`config.mk`:
```
export PLATFORM = sky130hd
export DESIGN_NAME = pipe_scheduler_flat
export DESIGN_NICKNAME = d
export VERILOG_FILES = /design/src/rtl/flappy_pkg.sv /design/src/rtl/pipe_scheduler_if.sv /design/src/rtl/pipe_scheduler_lfsr8.sv /design/src/rtl/pipe_scheduler.sv /design/src/flat_wrapper.sv
export SDC_FILE = /design/constraint.sdc
export NUM_CORES = 1
export LEC_CHECK = 0
export CAP_MARGIN = 30
export CORE_ASPECT_RATIO = 0.5
export CORE_UTILIZATION = 40
export DETAILED_ROUTE_END_ITERATION = 10
export PLACE_DENSITY_LB_ADDON = 0.15
export SLEW_MARGIN = 0
export SYNTH_ARGS = -nofsm -noshare
export SYNTH_HDL_FRONTEND = slang
export SYNTH_SLANG_ARGS = --single-unit
```
`constraint.sdc`:
```
create_clock -name clk -period 8.3 [get_ports clk]
set_input_delay 2.49 -clock clk [delete_from_list [all_inputs] [get_ports clk]]
set_output_delay 2.49 -clock clk [all_outputs]
set_load 0.02 [all_outputs]
```
`src/rtl/flappy_pkg.sv`:
```
// Shared types and constants for the flappy game datapath: pipe slot record,
// scheduler state encoding and the LFSR feedback function.
package flappy_pkg;

    localparam int COORD_W   = 10;
    localparam int PIPE_BITS = 2 * COORD_W;

    localparam int MAX_X  = 320;
    localparam int MAX_Y  = 240;
    localparam int PIPE_W = 30;
    localparam int GAP_H  = 70;
    localparam int BIRD_X = 30;

    typedef struct packed {
        logic [COORD_W-1:0] x;
        logic [COORD_W-1:0] gap_top;
    } pipe_t;

    typedef enum logic [1:0] {
        ST_IDLE   = 2'd0,
        ST_RUN    = 2'd1,
        ST_PAUSED = 2'd2
    } sched_state_e;

    // Fibonacci form of x^8+x^6+x^5+x^4+1; the all-zero state is unreachable from a non-zero seed.
    function automatic logic [7:0] lfsr8_next(input logic [7:0] q);
        return {q[6:0], q[7] ^ q[5] ^ q[4] ^ q[3]};
    endfunction

endpackage

```
`src/rtl/pipe_scheduler_if.sv`:
```
// Control strobes in, packed slot array and status out, between the tick source,
// the pipe scheduler and the renderer/collision logic.
interface pipe_scheduler_if
    import flappy_pkg::*;
#(
    parameter int NUM_PIPES = 3
);

    logic                           tick;
    logic                           start;
    logic                           pause;
    logic                           clear;
    logic [NUM_PIPES*PIPE_BITS-1:0] pipes;
    logic [NUM_PIPES-1:0]           pipe_valid;
    logic [7:0]                     score;
    logic                           score_pulse;
    logic                           spawn_drop;
    logic                           running;

    modport master (
        output tick, start, pause, clear,
        input  pipes, pipe_valid, score, score_pulse, spawn_drop, running
    );

    modport slave (
        input  tick, start, pause, clear,
        output pipes, pipe_valid, score, score_pulse, spawn_drop, running
    );

endinterface

```
`src/rtl/pipe_scheduler_lfsr8.sv`:
```
// 8-bit maximal-length LFSR with a loadable reset seed; advances only when stepped.
module lfsr8
    import flappy_pkg::*;
(
    input  logic       clk,
    input  logic       rst_n,
    input  logic       step,
    input  logic [7:0] seed,
    output logic [7:0] q
);

    logic [7:0] r_q;

    // NOTE: state registers use non-blocking assignment so every flop samples pre-edge values.
    always_ff @(posedge clk or negedge rst_n) begin
        if (!rst_n) begin
            r_q <= seed;
        end else if (step) begin
            r_q <= lfsr8_next(r_q);
        end
    end

    assign q = r_q;

endmodule

```
`src/rtl/pipe_scheduler.sv`:
```
// Spawns, scrolls and retires obstacle slots on each game tick in RUN, randomises
// gap heights and counts pipes cleared by the bird.
module pipe_scheduler #(
    parameter int         NUM_PIPES      = 3,
    parameter int         MAX_X          = flappy_pkg::MAX_X,
    parameter int         PIPE_W         = flappy_pkg::PIPE_W,
    parameter int         GAP_MIN        = 20,
    parameter int         SPAWN_INTERVAL = 110,
    parameter int         SPEED          = 1,
    parameter int         BIRD_X         = flappy_pkg::BIRD_X,
    parameter logic [7:0] LFSR_SEED      = 8'hA5
) (
    input logic             clk,
    input logic             rst_n,
    pipe_scheduler_if.slave bus
);

    import flappy_pkg::pipe_t;
    import flappy_pkg::sched_state_e;
    import flappy_pkg::ST_IDLE;
    import flappy_pkg::ST_RUN;
    import flappy_pkg::ST_PAUSED;

    localparam int                CNT_W     = (SPAWN_INTERVAL > 1) ? $clog2(SPAWN_INTERVAL) : 1;
    localparam int                SUM_W     = $clog2(NUM_PIPES + 1);
    localparam logic [CNT_W-1:0]  CNT_LAST  = CNT_W'(SPAWN_INTERVAL - 1);
    localparam logic [9:0]        X_PARK    = 10'(MAX_X);
    localparam logic [9:0]        X_STEP    = 10'(SPEED);
    localparam logic [9:0]        GAP_BASE  = 10'(GAP_MIN);
    localparam logic [10:0]       EDGE_W    = 11'(PIPE_W);
    localparam logic [10:0]       EDGE_BIRD = 11'(BIRD_X);

    sched_state_e           r_state;
    sched_state_e           w_state_next;

    pipe_t [NUM_PIPES-1:0]  w_pipes;
    logic  [NUM_PIPES-1:0]  w_valid;
    logic  [NUM_PIPES-1:0]  w_alive;
    logic  [NUM_PIPES-1:0]  w_scored;
    logic  [NUM_PIPES-1:0]  w_first_free;
    logic  [NUM_PIPES-1:0]  w_spawn_sel;

    logic [7:0]             r_score;
    logic                   r_score_pulse;
    logic                   r_spawn_drop;
    logic [CNT_W-1:0]       r_cnt;

    logic                   w_run_tick;
    logic                   w_spawn_due;
    logic                   w_free_found;
    logic                   w_spawn;
    logic                   w_drop;
    logic [SUM_W-1:0]       w_score_cnt;
    logic [8:0]             w_score_sum;
    logic [7:0]             w_lfsr;
    logic                   w_lfsr_msb_unused;

    // ---------------------------------------------------------------- FSM
    always_ff @(posedge clk or negedge rst_n) begin
        if (!rst_n) begin
            r_state <= ST_IDLE;
        end else begin
            r_state <= w_state_next;
        end
    end

    always_comb begin
        // NOTE: every always_comb output gets a default first so no path can infer a latch.
        w_state_next = r_state;
        if (bus.clear) begin
            w_state_next = ST_IDLE;
        end else if (bus.pause) begin
            if (r_state == ST_RUN) begin
                w_state_next = ST_PAUSED;
            end else if (r_state == ST_PAUSED) begin
                w_state_next = ST_RUN;
            end
        end else if (bus.start && (r_state == ST_IDLE)) begin
            w_state_next = ST_RUN;
        end
    end

    // A tick that coincides with clear is swallowed; clear wins over everything.
    assign w_run_tick  = (r_state == ST_RUN) && bus.tick && !bus.clear;
    assign w_spawn_due = (r_cnt == CNT_LAST);

    // ---------------------------------------------------------------- slots
    for (genvar g = 0; g < NUM_PIPES; g++) begin : g_slot
        pipe_t       r_slot;
        logic        r_live;
        logic [9:0]  w_moved_x;
        logic [10:0] w_old_edge;
        logic [10:0] w_new_edge;

        assign w_alive[g]  = r_live && (r_slot.x >= X_STEP);
        assign w_moved_x   = w_alive[g] ? (r_slot.x - X_STEP) : 10'd0;
        assign w_old_edge  = {1'b0, r_slot.x} + EDGE_W;
        assign w_new_edge  = {1'b0, w_moved_x} + EDGE_W;
        assign w_scored[g] = w_run_tick && r_live &&
                             (w_old_edge > EDGE_BIRD) && (w_new_edge <= EDGE_BIRD);

        always_ff @(posedge clk or negedge rst_n) begin
            if (!rst_n) begin
                r_slot.x       <= X_PARK;
                r_slot.gap_top <= '0;
                r_live         <= 1'b0;
            end else if (bus.clear) begin
                r_slot.x       <= X_PARK;
                r_slot.gap_top <= '0;
                r_live         <= 1'b0;
            end else if (w_run_tick) begin
                if (w_spawn_sel[g]) begin
                    r_slot.x       <= X_PARK;
                    r_slot.gap_top <= GAP_BASE + {3'b000, w_lfsr[6:0]};
                    r_live         <= 1'b1;
                end else if (w_alive[g]) begin
                    r_slot.x <= w_moved_x;
                end else begin
                    r_slot.x <= X_PARK;
                    r_live   <= 1'b0;
                end
            end
        end

        assign w_pipes[g] = r_slot;
        assign w_valid[g] = r_live;
    end

    // Lowest-index slot still free after this tick's retirements.
    always_comb begin
        w_first_free = '0;
        for (int i = 0; i < NUM_PIPES; i++) begin
            if (!w_alive[i] && (w_first_free == '0)) begin
                w_first_free[i] = 1'b1;
            end
        end
    end

    assign w_free_found = |w_first_free;
    assign w_spawn      = w_run_tick && w_spawn_due && w_free_found;
    assign w_drop       = w_run_tick && w_spawn_due && !w_free_found;
    assign w_spawn_sel  = w_spawn ? w_first_free : '0;

    lfsr8 u_lfsr (
        .clk   (clk),
        .rst_n (rst_n),
        .step  (w_run_tick && w_spawn_due),
        .seed  (LFSR_SEED),
        .q     (w_lfsr)
    );

    assign w_lfsr_msb_unused = w_lfsr[7];

    // ---------------------------------------------------------------- score / counter
    always_comb begin
        w_score_cnt = '0;
        for (int i = 0; i < NUM_PIPES; i++) begin
            w_score_cnt = w_score_cnt + SUM_W'(w_scored[i]);
        end
    end

    assign w_score_sum = {1'b0, r_score} + 9'(w_score_cnt);

    always_ff @(posedge clk or negedge rst_n) begin
        if (!rst_n) begin
            r_score       <= '0;
            r_score_pulse <= 1'b0;
            r_spawn_drop  <= 1'b0;
            r_cnt         <= CNT_LAST;
        end else if (bus.clear) begin
            r_score       <= '0;
            r_score_pulse <= 1'b0;
            r_spawn_drop  <= 1'b0;
            r_cnt         <= CNT_LAST;
        end else begin
            r_score_pulse <= |w_scored;
            r_spawn_drop  <= w_drop;
            if (w_run_tick) begin
                r_score <= w_score_sum[8] ? 8'hFF : w_score_sum[7:0];
                r_cnt   <= w_spawn_due ? '0 : (r_cnt + CNT_W'(1));
            end
        end
    end

    // ---------------------------------------------------------------- outputs
    assign bus.pipes       = w_pipes;
    assign bus.pipe_valid  = w_valid;
    assign bus.score       = r_score;
    assign bus.score_pulse = r_score_pulse;
    assign bus.spawn_drop  = r_spawn_drop;
    assign bus.running     = (r_state == ST_RUN);

endmodule

```
`src/flat_wrapper.sv`:
```
// flat-port wrapper written by rule: the top's interface ports become plain ports
module pipe_scheduler_flat import flappy_pkg::pipe_t; import flappy_pkg::sched_state_e; import flappy_pkg::ST_IDLE; import flappy_pkg::ST_RUN; import flappy_pkg::ST_PAUSED;
#(
    parameter int         NUM_PIPES      = 3,
    parameter int         MAX_X          = flappy_pkg::MAX_X,
    parameter int         PIPE_W         = flappy_pkg::PIPE_W,
    parameter int         GAP_MIN        = 20,
    parameter int         SPAWN_INTERVAL = 110,
    parameter int         SPEED          = 1,
    parameter int         BIRD_X         = flappy_pkg::BIRD_X,
    parameter logic [7:0] LFSR_SEED      = 8'hA5
)
  (clk, rst_n, bus_tick, bus_start, bus_pause, bus_clear, bus_pipes, bus_pipe_valid, bus_score, bus_score_pulse, bus_spawn_drop, bus_running);
  pipe_scheduler_if #(.NUM_PIPES(NUM_PIPES)) bus_i ();
  input logic clk;
  input logic rst_n;
  input wire logic [$bits(bus_i.tick)-1:0] bus_tick;
  input wire logic [$bits(bus_i.start)-1:0] bus_start;
  input wire logic [$bits(bus_i.pause)-1:0] bus_pause;
  input wire logic [$bits(bus_i.clear)-1:0] bus_clear;
  output wire logic [$bits(bus_i.pipes)-1:0] bus_pipes;
  output wire logic [$bits(bus_i.pipe_valid)-1:0] bus_pipe_valid;
  output wire logic [$bits(bus_i.score)-1:0] bus_score;
  output wire logic [$bits(bus_i.score_pulse)-1:0] bus_score_pulse;
  output wire logic [$bits(bus_i.spawn_drop)-1:0] bus_spawn_drop;
  output wire logic [$bits(bus_i.running)-1:0] bus_running;
  assign bus_i.tick = bus_tick;
  assign bus_i.start = bus_start;
  assign bus_i.pause = bus_pause;
  assign bus_i.clear = bus_clear;
  assign bus_pipes = bus_i.pipes;
  assign bus_pipe_valid = bus_i.pipe_valid;
  assign bus_score = bus_i.score;
  assign bus_score_pulse = bus_i.score_pulse;
  assign bus_spawn_drop = bus_i.spawn_drop;
  assign bus_running = bus_i.running;
  pipe_scheduler #(.NUM_PIPES(NUM_PIPES), .MAX_X(MAX_X), .PIPE_W(PIPE_W), .GAP_MIN(GAP_MIN), .SPAWN_INTERVAL(SPAWN_INTERVAL), .SPEED(SPEED), .BIRD_X(BIRD_X), .LFSR_SEED(LFSR_SEED)) u_core (.clk(clk), .rst_n(rst_n), .bus(bus_i));
endmodule
```
# Word level (Yosys, flattened, before mapping)
# Cells that the tools add are included.
[totals] regBits=90 input_bits=6
[op_classes] n_addsub=14 magnitude_cmp=9 eq_ne=7 mux=47 bitwise=3 reduce_logical=40
[ops] op="$mux 10" count=12
[ops] op="$mux 20" count=6
[ops] op="$add 10x5->11 const B" count=6
[ops] op="$gt 11x5->1 const B" count=3
[ops] op="$le 11x5->1 const B" count=3
[ops] op="$ge 10x1->1 const B" count=3
[ops] op="$sub 10x1->10 const B" count=3
[ops] op="$mux 8" count=3
[ops] op="$mux 7" count=3
[ops] op="$logic_and 1x1->1" count=20
[ops] op="$mux 1" count=17
[ops] op="$reduce_and 2->1" count=7
[ops] op="$mux 2" count=5
[ops] op="$add 8x2->9" count=1
[ops] op="$ne 3x3->1 const B" count=3
[ops] op="$add 5x7->8 const A" count=1
[ops] op="$reduce_bool 2->1" count=4
[ops] op="$add 7x1->7 const B" count=1
[ops] op="$eq 7x7->1 const B" count=1
[ops] op="$reduce_or 3->1" count=2
[ops] op="$logic_not 1->1" count=4
[ops] op="$logic_not 2->1" count=2
[ops] op="$ne 4x1->1 const B" count=1
[ops] op="$mux 3" count=1
[ops] op="other kinds (6)" count=8

# Longest topological paths before layout
# Gate-level depths: netlist (run 1).
[logic_depth] word_depth=14 ltp_mapped=23

# Worst setup path after synthesis (run 1)
# OpenSTA, ideal clock, no wires.
[synth_path] kind="input port to flip-flop" start="input bus_clear" end="register u_core.r_score[3] (netlist: u_core.bus.score[3])" arrival_ns=5.016 required_ns=8.160 slack_ns=3.144 path_stages=12 n_path_buf=1 path_cell_list="clkbuf_1 -> nor2_1 -> o2111ai_1 -> nor4_1 -> fa_1 -> ha_1 -> fa_1 -> and4_1 -> nand4_1 -> o21ai_0 -> a21oi_1 -> a211oi_1"
[synth_between] elab_chain_len=11
[synth_rtl] element="from (decl)" line="flat_wrapper.sv:20" source="input wire logic [$bits(bus_i.clear)-1:0] bus_clear;"
[synth_rtl] element="$logic_not 1->1" line="pipe_scheduler.sv:84" source="assign w_run_tick = (r_state == ST_RUN) && bus.tick && !bus.clear;"
[synth_rtl] element="$logic_and 1x1->1" line="pipe_scheduler.sv:84"
[synth_rtl] element="$logic_and 1x1->1 (2 in series)" line="pipe_scheduler.sv:99" source="assign w_scored[g] = w_run_tick && r_live &&"
[synth_rtl] element="$logic_and 1x1->1" line="pipe_scheduler.sv:100" source="(w_old_edge > EDGE_BIRD) && (w_new_edge <= EDGE_BIRD);"
[synth_rtl] element="$add 1x1->2" line="pipe_scheduler.sv:158" source="w_score_cnt = w_score_cnt + SUM_W'(w_scored[i]);"
[synth_rtl] element="$add 2x1->2" line="pipe_scheduler.sv:158"
[synth_rtl] element="$add 8x2->9" line="pipe_scheduler.sv:162" source="assign w_score_sum = {1'b0, r_score} + 9'(w_score_cnt);"
[synth_rtl] element="$mux 8" line="pipe_scheduler.sv:179" source="r_score <= w_score_sum[8] ? 8'hFF : w_score_sum[7:0];"
[synth_rtl] element="$mux 8" line="pipe_scheduler.sv:178" source="if (w_run_tick) begin"
[synth_rtl] element="$mux 8" line="pipe_scheduler.sv:170" source="end else if (bus.clear) begin"
[synth_rtl] element="to (signal assigned)" line="pipe_scheduler.sv:179"
[synth_rtl] element="to (decl)" line="pipe_scheduler.sv:43" source="logic [7:0] r_score;"
# Parallel ways exist; a longest one is shown, timed or not. The select of a mux whose other input is x is not followed.
# A chain may end at the register's enable or synchronous reset.

# Worst setup path after layout (run 1)
[layout_path] start="input bus_tick" end="register u_core.r_score[3] (netlist: u_core.bus.score[3])"
[layout_between] elab_chain_len=11
[layout_rtl] element="from (decl)" line="flat_wrapper.sv:17" source="input wire logic [$bits(bus_i.tick)-1:0] bus_tick;"
[layout_rtl] element="$logic_and 1x1->1 * (2 in series)" line="pipe_scheduler.sv:84"
[layout_rtl] element="$logic_and 1x1->1 (2 in series)" line="pipe_scheduler.sv:99"
[layout_rtl] element="$logic_and 1x1->1" line="pipe_scheduler.sv:100"
[layout_rtl] element="$add 1x1->2" line="pipe_scheduler.sv:158"
[layout_rtl] element="$add 2x1->2" line="pipe_scheduler.sv:158"
[layout_rtl] element="$add 8x2->9" line="pipe_scheduler.sv:162"
[layout_rtl] element="$mux 8" line="pipe_scheduler.sv:179"
[layout_rtl] element="$mux 8" line="pipe_scheduler.sv:178"
[layout_rtl] element="$mux 8" line="pipe_scheduler.sv:170"
# Every way passes the cells marked *; elsewhere a longest branch is shown, timed or not. The select of a mux whose other input is x is not followed.

==> summary by stage, run 1 <==
Status
The flow ran to the end, and the final reports show no timing, DRC or antenna violations.

Synth
The commonest register cell after synthesis is sky130_fd_sc_hd__dfrtp_1. The average instance in the mapped netlist occupies 8.62 um^2. After synthesis, the largest family of logic cells by area is simple AND/OR/NAND/NOR gates. The async set or reset register ratio after synthesis is 100%. The synthesized netlist devotes 17.4% of its cell area to compound gates. The simple-gate share of the synthesized area is 24.3%. After Yosys synthesis, XOR and XNOR cells account for 4.80% of the synthesized area. The synthesized netlist cell count is 653. The portion of netlist area occupied by mux cells is 5.02%. Summing every instance area after synthesis gives 5630 um^2. Of the total synthesized cell area, the portion taken by full adders, half adders and majority gates is 5.38%. Sequential elements use 37.7% of the synthesized area. Counting flops with a built-in enable in the synthesized netlist gives 0. The number of different library cells used by synthesis comes to 79. The Yosys step of the flow raised 0 warnings. The post-synthesis sequential element count is 84.

Final layout
The share of layout cells above drive strength 1 is 9.35%. The repair_antennas step left the layout with diodes totalling 0. The most frequent standard cell in the layout excluding fill and tap cells is sky130_fd_sc_hd__nor2_1. For this run, the share of the core covered by cells in the final layout is 49.6%. Leaving out fill and tap cells, the most frequent cells in the layout are 85 x sky130_fd_sc_hd__nor2_1, 71 x sky130_fd_sc_hd__clkdlybuf4s50_1, 69 x sky130_fd_sc_hd__dfrtp_1.

The final net count is 730. Compared with the post-synthesis result, the final layout area differs by 20.0%.

Placement
The congestion estimate from routability-driven global placement came to 0.869. OpenSTA, run right after detailed placement, puts the worst setup slack at 1.87 ns. The number of input and output port buffers inserted is 73. Detailed placement finished with a half-perimeter wire length of 9.92 mm.

Setup path
The family with the most delay on the worst path is simple AND/OR/NAND/NOR gates. In this run the number of cells on the critical path is 13. The most critical setup path has its endpoint at u_core.bus.score[3]. The largest driver fanout on the critical path is 19. The worst register-to-register path begins at u_core.bus.pipes[30]. STA classifies the critical path endpoint as a register. The setup check on the worst reg-to-reg path leaves a slack of 2.36 ns.

The worst setup path is launched from an input pin. The number of buffers and inverters on the critical path is 1. Walking the worst path, the cells encountered are clkdlybuf4s50_1 > nand2_1 > nor2_1 > o2111ai_1 > nor4_1 > fa_1 > ha_1 > fa_1 > and4_1 > nand4_1 > o21ai_0 > a21oi_1 > a211oi_1.

STA puts the critical path data arrival time at 6.21 ns. The slowest stage of the critical path is the sky130_fd_sc_hd__fa_1 cell. The capturing point of the worst reg2reg path is u_core.bus.score[3]. The kind of critical path is in2reg.

The timing startpoint of the critical path is bus_tick. In this design, the stage delay of the slowest critical-path cell is 0.49 ns. STA puts the critical path data required time at 8.49 ns.

The worst register-to-register path has a depth of 19. The most frequent cell on the critical path is sky130_fd_sc_hd__fa_1.

GRT
The wire length of the first global-routing pass is 24.4 mm. Entering global routing, the biggest net connects 67 pins. The overall track demand over capacity in global routing is 21.2%.

The initial antenna violation count came to 0. For this run the aggregate overflow at the end of global routing stands at 0. The number of global-route vias before repair came to 4,500.

Clock network
In this run the clock root is driven by a sky130_fd_sc_hd__clkbuf_16. Counting the buffers created by CTS gives 9. In this run the deepest clock path goes through 2 buffers. The total number of clock tree sinks is 84. In this run the number of H-tree levels came out at 3. Hold repair after CTS inserted 0 buffers. The TritonCTS clock tree is yes. The source-to-sink clock delay at the later pin of the worst-skew pair is 0.34 ns. After clock tree synthesis, the setup repair step added 0 buffers. The clock transition at the registers of the reported paths is 0.06 ns. In this run, post-CTS repair resized a total of 0 instances.

Timing
The hold violation total from the final report is 0. The final setup violation count is 0. The clock period could shrink to 6.02 ns. Static timing analysis puts the maximum clock frequency at 166 MHz.

The portion of the clock cycle consumed by the worst path in the final layout is 72.6%. The maximum clock skew at final layout is 0.0125 ns. The transition time of the tightest slew-check pin is 1.00 ns.

In the post-route analysis, the smallest setup slack over all paths is 2.28 ns. Setup repair after global routing left no endpoint under its margin. The headroom to the max-slew limit is 32.8%. Setup total negative slack on the finished layout was measured at 0 ns. The number of max-slew violations in the final report is 0.

Pwr
Combinational logic is responsible for 14.8% of the overall power. For this design the ratio of total power to cell area is 160 nW/um^2. The cell leakage power is 2.69 nW. The clock power share is 41.0%.

The share of total power dissipated in sequential elements is 44.2%. The fraction of power spent switching nets is 28.2%. The switching power summed over all nets is 0.305 mW. Power comes to 1.08 mW. The internal power of the cells totals 0.775 mW. The worst-case IR drop observed on VDD is 0.131 mV.

Drt
After detailed routing, the average wire length per cell comes to 16.4 um. In the routed design, unresolved DRC markers number 0. For this run, the detailed router's first-pass iteration total came to 4. For this block, the routed nets add up to 14.7 mm of wire.

The post-route antenna net violation count is 0. In this run, the number of DRC markers left after iteration 0 of detailed routing was 339. The total number of vias is 4,834. Using the TritonRoute via totals, the vias-per-cell ratio works out to 5.38.

Floorplan
The total core area is 13,600 um^2. The die is 170 um wide. The top-level I/O count is 80. The die covers 14,600 um^2. The die height is 85.9 um. The floorplan row count is 30. The effective utilization at floorplan is 41.3%.

Flow run
The number of max-capacitance violations reported is 0.

Min path
The class of the most critical hold timing path is reg2reg.
-- flip-flops by register name, summed over array words and instances, names as in the netlist --
register                count
u_core.u_lfsr.q             8
u_core.bus.score_pulse      1
u_core.bus.spawn_drop       1
u_core.bus.score            8
u_core.r_state              2
u_core.r_cnt                7
u_core.bus.pipes           54
u_core.g_slot.r_live        3
-- power by group through the flow --
stage               clock network, mW  registers (mW)  logic (mW)
CTS                             0.454           0.478       0.163
global placement                    0           0.484       0.160
global route                    0.466           0.483       0.177
finish                          0.443           0.478       0.160
floorplan                           0           0.487      0.0921
detailed placement                  0           0.485       0.162
-- cell usage after synthesis, types with 3 or more instances --
| cell type | number | share of area [%] |
|---|---|---|
| sky130_fd_sc_hd__and2_1 | 6 | 0.67 |
| sky130_fd_sc_hd__nor3b_1 | 3 | 0.40 |
| sky130_fd_sc_hd__or4_1 | 3 | 0.40 |
| sky130_fd_sc_hd__a21boi_0 | 4 | 0.53 |
| sky130_fd_sc_hd__nand4_1 | 7 | 0.78 |
| sky130_fd_sc_hd__dfstp_2 | 15 | 7.0 |
| sky130_fd_sc_hd__o21ai_1 | 11 | 0.98 |
| sky130_fd_sc_hd__a22oi_1 | 6 | 0.80 |
| sky130_fd_sc_hd__clkbuf_1 | 28 | 1.9 |
| sky130_fd_sc_hd__xnor2_1 | 18 | 2.8 |
| sky130_fd_sc_hd__nor4_1 | 5 | 0.56 |
| sky130_fd_sc_hd__nor3_1 | 15 | 1.3 |
| sky130_fd_sc_hd__dfrtp_1 | 69 | 31 |
| sky130_fd_sc_hd__inv_1 | 24 | 1.6 |
| sky130_fd_sc_hd__nand3b_1 | 5 | 0.67 |
| sky130_fd_sc_hd__a31oi_1 | 3 | 0.33 |
| sky130_fd_sc_hd__a21oi_1 | 44 | 3.9 |
| sky130_fd_sc_hd__o21a_1 | 3 | 0.40 |
| sky130_fd_sc_hd__xor2_1 | 11 | 1.7 |
| sky130_fd_sc_hd__nor2_1 | 85 | 5.7 |
| sky130_fd_sc_hd__mux2i_1 | 17 | 3.0 |
| sky130_fd_sc_hd__ha_1 | 21 | 4.7 |
| sky130_fd_sc_hd__nand2_1 | 53 | 3.5 |
| sky130_fd_sc_hd__mux2_2 | 10 | 2.0 |
| sky130_fd_sc_hd__buf_2 | 7 | 0.62 |
| sky130_fd_sc_hd__or2_1 | 4 | 0.44 |
| sky130_fd_sc_hd__or3b_1 | 3 | 0.47 |
| sky130_fd_sc_hd__o31ai_1 | 7 | 0.93 |
| sky130_fd_sc_hd__or3_1 | 4 | 0.44 |
| sky130_fd_sc_hd__a211oi_1 | 3 | 0.40 |
| sky130_fd_sc_hd__nand2b_1 | 24 | 2.7 |
| sky130_fd_sc_hd__buf_4 | 9 | 1.2 |
| sky130_fd_sc_hd__nand3_1 | 20 | 1.8 |
| sky130_fd_sc_hd__nor2b_1 | 7 | 0.78 |
| sky130_fd_sc_hd__o21ai_0 | 40 | 3.6 |
| sky130_fd_sc_hd__and3_1 | 5 | 0.56 |
-- per-layer routing --
layer | up-vias | global-route usage [%] | share of wire (%)
li1 | 2387 | - | -
met1 | 2328 | 30.6 | 50
met2 | 103 | 32.3 | 43
met3 | 16 | 5.21 | 5.3
met4 | 0 | 4.42 | 0.97
met5 | - | 0 | 0
-- worst min-delay path by stage --
stage,cells past startpoint,startpoint,endpoint
floorplan,2,u_core.r_cnt[3],u_core.r_cnt[3]
global placement,2,u_core.bus.pipes[22],u_core.bus.pipes[22]
detailed placement,2,u_core.bus.pipes[20],u_core.bus.pipes[20]
CTS,2,u_core.bus.pipes[20],u_core.bus.pipes[20]
global route,2,u_core.r_cnt[3],u_core.r_cnt[3]
finish,2,u_core.bus.pipes[20],u_core.bus.pipes[20]
-- cell families (layout without fill, tap and decap cells) --
family                   after synthesis  after routing
flip-flops                            84             84
AND/OR/NAND/NOR                      267            267
other                                  1              6
adder cells (fa/ha/maj)               23             23
XOR/XNOR                              30             30
multiplexers                          27             27
buffers and inverters                 69            117
AO/OA/AOI/OAI                        152            152
-- tightest hold or removal path, stage by stage (launching register included) --
cell and delay (ns):
sky130_fd_sc_hd__dfrtp_1 0.34, sky130_fd_sc_hd__nand2_1 0.05, sky130_fd_sc_hd__o21ai_1 0.06
-- metrics by stage --
step | cell area [um^2] | hold WS (ns) | cells
after CTS | 6750 | 0.494 | 898
after detailed placement | 6440 | 0.479 | 882
after global placement | 6440 | 0.463 | 882
after global routing | 6750 | 0.502 | 898
final | 6750 | 0.485 | 898
after floorplan | 5650 | 0.467 | 658
-- layout make-up --
type / instances / area (um^2)
Clock inverter: 6 / 88.8
Sequential cell: 84 / 2120
Multi-Input combinational cell: 505 / 3230
Timing Repair Buffer: 77 / 753
Tap cell: 192 / 240
Inverter: 24 / 90.1
Fill cell: 1322 / 6870
Clock buffer: 10 / 229
Power figures use the tool's default switching activity.
==> inputs of run 2 (changes only) <==
Clock period 8.3 ns to 6 ns, I/O delays scaled along.
==> summary by stage, run 2 (same netlist as run 1, synthesis figures left out) <==
GRT
Across every metal layer, demand over resource in global routing totals 20.6%. The initial antenna violation count is 0. Summed over all layers, the global routing overflow is 0. The wire length of the first global-routing pass is 23.8 mm.

Entering global routing, the biggest net connects 55 pins. The number of global-route vias before repair is 4,517.

Setup path
The worst path arrival time is 5.47 ns. Walking the worst path, the cells encountered are inv_1 > ha_1 > or3b_1 > a2111o_1 > and2_1 > nand2b_1 > ha_1 > o32ai_1 > a32oi_1 > nor4_1 > fa_1 > ha_1 > fa_1 > and4_1 > nand4_1 > o21ai_0 > a21oi_1 > a211oi_1. The setup slack of the most critical reg-to-reg path is 0.72 ns. STA classifies the critical path endpoint as a register. The launching point of the worst reg2reg path is u_core.bus.pipes[11]. The kind of critical path is reg2reg. The capturing point of the worst reg2reg path is u_core.bus.score[3].

The worst setup path is launched from a register. The largest single stage delay on the critical path is 0.50 ns. Counting both buffers and inverters, the worst setup path holds a total of 1. The family with the most delay on the worst path is simple AND/OR/NAND/NOR gates. The most frequent cell on the critical path is sky130_fd_sc_hd__ha_1. The worst reg-to-reg path cell count is 18.

Data on the critical path is required at its endpoint by 6.19 ns. The slowest stage of the critical path is the sky130_fd_sc_hd__a2111o_1 cell. The largest driver fanout on the critical path is 7.

Final layout
Leaving out fill and tap cells, the most frequent cell in the layout is sky130_fd_sc_hd__nor2_1. The final instance area is 6760 um^2. The area growth from synthesis to layout is 20.0%.

The multi-input combinational cells in the finished layout cover a total of 3230 um^2. Excluding fillers, the count of instances in the completed layout stands at 901. The flip-flop count of the largest register, all copies and words added is 54. In the final layout, flip-flops and latches occupy 2120 um^2. In the layout the commonest cells are 85 x sky130_fd_sc_hd__nor2_1, 71 x sky130_fd_sc_hd__clkdlybuf4s50_1, 69 x sky130_fd_sc_hd__dfrtp_1. The final net count is 733. The share of layout cells above drive strength 1 is 9.73%.

At the end of the flow the core is filled with cells to 49.6%. The layout has 1,298 filler cells. 0 antenna diodes ended up in the layout.

Timing
The final setup violation count is 0. Across all setup checks in the final design, the least slack found is 0.721 ns. The number of max-slew violations in the final report is 0. Headroom to the max-slew limit came out at 50.8%.

After routing, the total negative slack on setup checks comes to 0 ns. The maximum clock skew at final layout is 0.00998 ns. Hold is met by 0.492 ns.

The hold violation total from the final report is 0. The time the worst path needs with I/O delays and setup is 5.28 ns. For the pin with the worst max-slew slack, the measured transition is 0.737 ns.

The final critical path takes up 88.0% of the cycle. The maximum clock rate is 189 MHz. Setup repair after global routing left no endpoint under its margin.

Drt
The post-route antenna net violation count is 0. The total wirelength of the detailed-routed design is 14.4 mm. In this run, the number of DRC markers left after iteration 0 of detailed routing was 295. After detailed routing, the number of remaining DRC violations is 0. The total number of vias is 4,801.

The average vias per placed instance is 5.33. After detailed routing, the average wire length per cell comes to 16.0 um. The number of detailed-routing iterations run before antenna repair is 4.

Clock network
The library cell used as clock root buffer is sky130_fd_sc_hd__clkbuf_16. The H-tree depth reported by CTS is 3. In this run, post-CTS hold repair placed 0 buffers. Counting the buffers created by CTS gives 9. The later pin in the worst-skew pair is clocked with a latency of 0.34 ns. The TritonCTS clock tree is yes.

No sink is reached through more buffers than the 2 on the longest clock path. The clock transition at the registers of the reported paths is 0.07 ns. Buffers added to address setup during post-CTS repair amount to 0. The number of gates resized after CTS was 0. The tree built by TritonCTS fans out to 84 sinks.

Min path
The class of the most critical hold timing path is reg2reg. In this run the most critical hold path is launched from u_core.bus.pipes[20]. Counting instances, the worst hold path has a depth of 2. The destination of the worst hold path is u_core.bus.pipes[20].

Floorplan
Measured along the y axis, the die boundary spans 85.9 um. The top-level I/O count is 80. Measured along the x axis, the die boundary spans 170 um. In this run the standard cell core region covers 13,600 um^2. The initialized floorplan defines 30 standard-cell rows. The die covers 14,600 um^2.

The effective utilization at floorplan is 41.3%.

Placement
At the placement stage, the worst setup path has a slack of 0.769 ns. The total half-perimeter wirelength after legalization and detailed placement is 9.99 mm. Input and output buffers added on the ports amount to 73. The cell total after placement is 885.

At the end of routability-driven placement, the weighted congestion stood at 0.868. After detailed placement, the total cell area comes to 6460 um^2.

Flow run
Across the run, the number of max-cap violations was 0.

Pwr
The power density over the cells is 215 nW/um^2. For this design the static power due to leakage is 2.70 nW. Overall power consumption after layout is estimated at 1.45 mW. The peak supply drop is 0.150 mV.

Status
The run finished with clean final reports.
## run 2: worst max-delay path by stage
stage	startpoint	endpoint	slack (ns)	cells after the start
after detailed placement	u_core.bus.pipes[11]	u_core.bus.score[3]	0.77	18
after global placement	u_core.bus.pipes[11]	u_core.bus.score[3]	0.87	18
final	u_core.bus.pipes[11]	u_core.bus.score[3]	0.72	18
after global routing	u_core.bus.pipes[31]	u_core.bus.score[3]	0.32	19
after floorplan	u_core.bus.pipes[31]	u_core.bus.score[3]	0.85	21
after CTS	u_core.bus.pipes[31]	u_core.bus.score[3]	0.74	19
## run 2: power breakdown
part,internal [mW],switching [mW],leakage (nW),total [mW]
logic,0.0954,0.126,1.45,0.222
clock network,0.327,0.246,0.140,0.573
registers,0.612,0.0453,1.11,0.657
total,1.03,0.418,2.70,1.45
## run 2: worst register-to-register path: stages, from the launching register on
cell                       delay, ns
sky130_fd_sc_hd__dfrtp_1        0.40
sky130_fd_sc_hd__inv_1          0.15
sky130_fd_sc_hd__ha_1           0.30
sky130_fd_sc_hd__or3b_1         0.47
sky130_fd_sc_hd__a2111o_1       0.50
sky130_fd_sc_hd__and2_1         0.29
sky130_fd_sc_hd__nand2b_1       0.14
sky130_fd_sc_hd__ha_1           0.24
sky130_fd_sc_hd__o32ai_1        0.12
sky130_fd_sc_hd__a32oi_1        0.12
sky130_fd_sc_hd__nor4_1         0.40
sky130_fd_sc_hd__fa_1           0.48
sky130_fd_sc_hd__ha_1           0.23
sky130_fd_sc_hd__fa_1           0.46
sky130_fd_sc_hd__and4_1         0.21
sky130_fd_sc_hd__nand4_1        0.23
sky130_fd_sc_hd__o21ai_0        0.16
sky130_fd_sc_hd__a21oi_1        0.16
sky130_fd_sc_hd__a211oi_1       0.06
## run 2: layout make-up
cell class | count | share of cell area, %
clock buffer | 10 | 3.39
inverter | 24 | 1.33
tap | 192 | 3.55
sequential | 84 | 31.4
clock inverter | 6 | 1.06
multi-input combinational | 505 | 47.8
timing repair buffer | 80 | 11.5
## run 2: routing by layer
metal	global-route usage, %	share of wire (%)	up-vias	wire length [um]
met3	5.08	5.7	12	814
met2	31.4	43	115	6150
met1	29.8	51	2299	7290
met4	3.93	0.86	0	123
met5	0	0	-	0
li1	-	-	2375	-
==> inputs of run 3 (changes only) <==
Settings changed: CAP_MARGIN 30 to 20, GPL_TIMING_DRIVEN from default to 0.
==> summary by stage, run 3 (same netlist as run 1, synthesis figures left out) <==
Status
The run finished with clean final reports.

Pwr
The fraction of power consumed by combinational cells is 16.1%. The internal portion of the total power is 1.01 mW. Net switching is 30.4% of the power. Power spread over the standard cell area amounts to 209 nW/um^2. The peak supply drop is 0.164 mV.

The share of total power dissipated in sequential elements is 45.4%. In this run the static leakage power is 2.81 nW. The switching power summed over all nets is 0.442 mW. The final total power is 1.46 mW. The share of total power dissipated in the clock network is 38.5%.

Final layout
The layout has 1,305 filler cells. Leaving out fill and tap cells, the most frequent cells in the layout are 85 x sky130_fd_sc_hd__nor2_1, 71 x sky130_fd_sc_hd__clkdlybuf4s50_1, 69 x sky130_fd_sc_hd__dfrtp_1. The final instance area is 6970 um^2. The most frequent standard cell in the layout excluding fill and tap cells is sky130_fd_sc_hd__nor2_1. The area growth from synthesis to layout is 23.9%. The final standard cell count with taps included and fillers excluded is 944. Once layout is complete, the utilization of the core stands at 51.2%.

At the end of the flow, the number of nets in the layout was 776. The count of antenna diodes in the layout is 0. The share of layout cells above drive strength 1 is 11.2%. The flip-flop count of the largest register, all copies and words added is 54.

Clock network
The number of buffers on the longest clock path is 2. The number of buffers added by the clock tree synthesis step is 9. The clock transition at the registers of the reported paths is 0.07 ns.

Clock tree synthesis found a total of 84 sinks. The cell sitting at the root of the clock tree is a sky130_fd_sc_hd__clkbuf_16. TritonCTS built the clock tree. The H-tree depth reported by CTS is 3.

For the worst-skew pair, the clock arrives at the later sink with an insertion delay of 0.35 ns.

Setup path
The critical path goes through inv_1 > ha_1 > buf_2 > or3b_1 > o41ai_4 > buf_4 > or2_2 > ha_1 > o311ai_0 > or3_1 > mux2i_1 > a31oi_1 > nor4_2 > fa_1 > ha_1 > fa_1 > and4_1 > nand4_1 > o21ai_0 > a21oi_1 > a211oi_1. The worst setup path is captured at a register. The kind of critical path is reg2reg. Data arrives at the worst endpoint at 5.82 ns. The most frequent cell on the critical path is sky130_fd_sc_hd__ha_1. The launching point of the worst reg2reg path is u_core.bus.pipes[31]. Of all nets on the critical path, the largest fanout is 10. The kind of start point of the critical path is a register. At the worst endpoint, the required time is 6.20 ns.

The critical-path cell with the highest stage delay is sky130_fd_sc_hd__or3b_1. The largest stage delay on the critical path is 0.48 ns. Tracing the worst setup path back leads to its startpoint at u_core.bus.pipes[31].

Placement
Timing analysis after detailed placement gives a worst setup slack of 0.144 ns. The number of input and output port buffers inserted is 72. The total half-perimeter wirelength after legalization and detailed placement is 10.9 mm. The total placed instance area is 6640 um^2. After detailed placement, the design holds a cell count of 923. The final estimated routing congestion in global placement is 0.848.

Timing
Hold timing on the final database bottoms out at a slack of 0.495 ns. The final critical path takes up 93.7% of the cycle. The number of max-slew violations in the final report is 0. The maximum clock rate is 178 MHz. The headroom to the max-slew limit is 39.9%. The transition time of the tightest slew-check pin is 0.900 ns.

Setup violations remaining at the end of the flow were counted as 0. The hold violation total from the final report is 0. The accumulated negative setup slack is 0 ns. In the post-route analysis, the smallest setup slack over all paths is 0.380 ns. The maximum clock skew at final layout is 0.00803 ns.

The time the worst path needs with I/O delays and setup is 5.62 ns.

GRT
The largest net degree at the start of global routing is 70. The number of global-route vias before repair is 4,665. The overall track demand over capacity in global routing is 22.4%.

The first global-routing pass estimated 25.4 mm of wire. The initial antenna violation count came to 0. The total congestion overflow after global routing is 0.

Floorplan
For this design the top-level I/O count stands at 80. The total core area is 13,600 um^2. The floorplan row count is 30.

The floorplan die area is 14,600 um^2. The die width is 170 um. The die height is 85.9 um. The initial utilization of the core area, before any placement, comes to 41.3%.

Min path
In this run the most critical hold path is launched from u_core.bus.pipes[25]. In this run the worst hold path is classified as reg2reg.

Drt
The highest layer touched by signal routing is met4. The met2 wire length is 6.79 mm. The detailed-route DRC error count is 0. The violation count after the first detailed-route iteration is 273. The count of nets left with antenna violations once routing finished came out at 0. The pre-antenna-repair detailed-routing pass consisted of 4 iterations. The met3 wirelength from detailed routing is 952 um. For this block, wires on met1 add up to 7.86 mm. Summing over every cut layer, the via total after detailed routing is 5,121. The average vias per placed instance is 5.42. After detailed routing, the average wire length per cell comes to 16.7 um.

The total wirelength of the detailed-routed design is 15.7 mm.

Flow run
The number of max-capacitance violations reported is 0.
run 3: area by class of cell:
type	instances	area [um^2]	share of cell area [%]
buffer	45	214	3.07
clock buffer	10	239	3.43
clock inverter	6	53.8	0.771
inverter	24	90.1	1.29
multi-input combinational	505	3230	46.4
sequential	84	2120	30.4
tap	192	240	3.44
timing repair buffer	78	783	11.2
run 3: path summary, 6_finish.rpt:
check | endpoint | slack, ns | cells after the start
worst max-delay path | u_core.bus.score[3] | 0.38 | 21
worst min-delay path | u_core.bus.pipes[25] | 0.49 | 2
worst max register to register | u_core.bus.score[3] | 0.38 | 21
worst min register to register | u_core.bus.pipes[25] | 0.49 | 2
max in group asynchronous | u_core.r_cnt[0] | 4.00 | 2
min in group asynchronous | u_core.bus.pipes[53] | 1.32 | 1
run 3: worst max-delay path, delay by kind of cell (launching register included):
family | cells | cell delay (ns)
AOI/OAI and AO/OA | 6 | 1.16
buffers and inverters | 3 | 0.58
and+or+nand+nor | 6 | 1.68
muxes | 1 | 0.14
DFF | 1 | 0.42
adders and majority gates | 5 | 1.49
run 3: power groups by stage:
stage          clock [mW]  combinational [mW]  sequential [mW]
2_1_floorplan           0               0.127            0.673
4_1_cts             0.572               0.237            0.660
6_report            0.561               0.235            0.660
3_3_place_gp            0               0.230            0.669
3_5_place_dp            0               0.236            0.669
5_1_grt             0.593               0.255            0.666
run 3: metal layers:
layer | vias up | global-route usage, %
li1 | 2463 | -
met2 | 151 | 33.2
met1 | 2495 | 33.3
met5 | - | 0
met4 | 0 | 5.16
met3 | 12 | 4.66
run 3: repair_timing:
| item | 4_1_cts | 5_1_grt |
|---|---|---|
| resized for setup | 0 | 3 |
| buffers inserted | 0 | 5 |
| endpoints found under the setup margin | 0 | 8 |
| hold buffers | 0 | 0 |
| endpoints found under the hold margin | 0 | 0 |
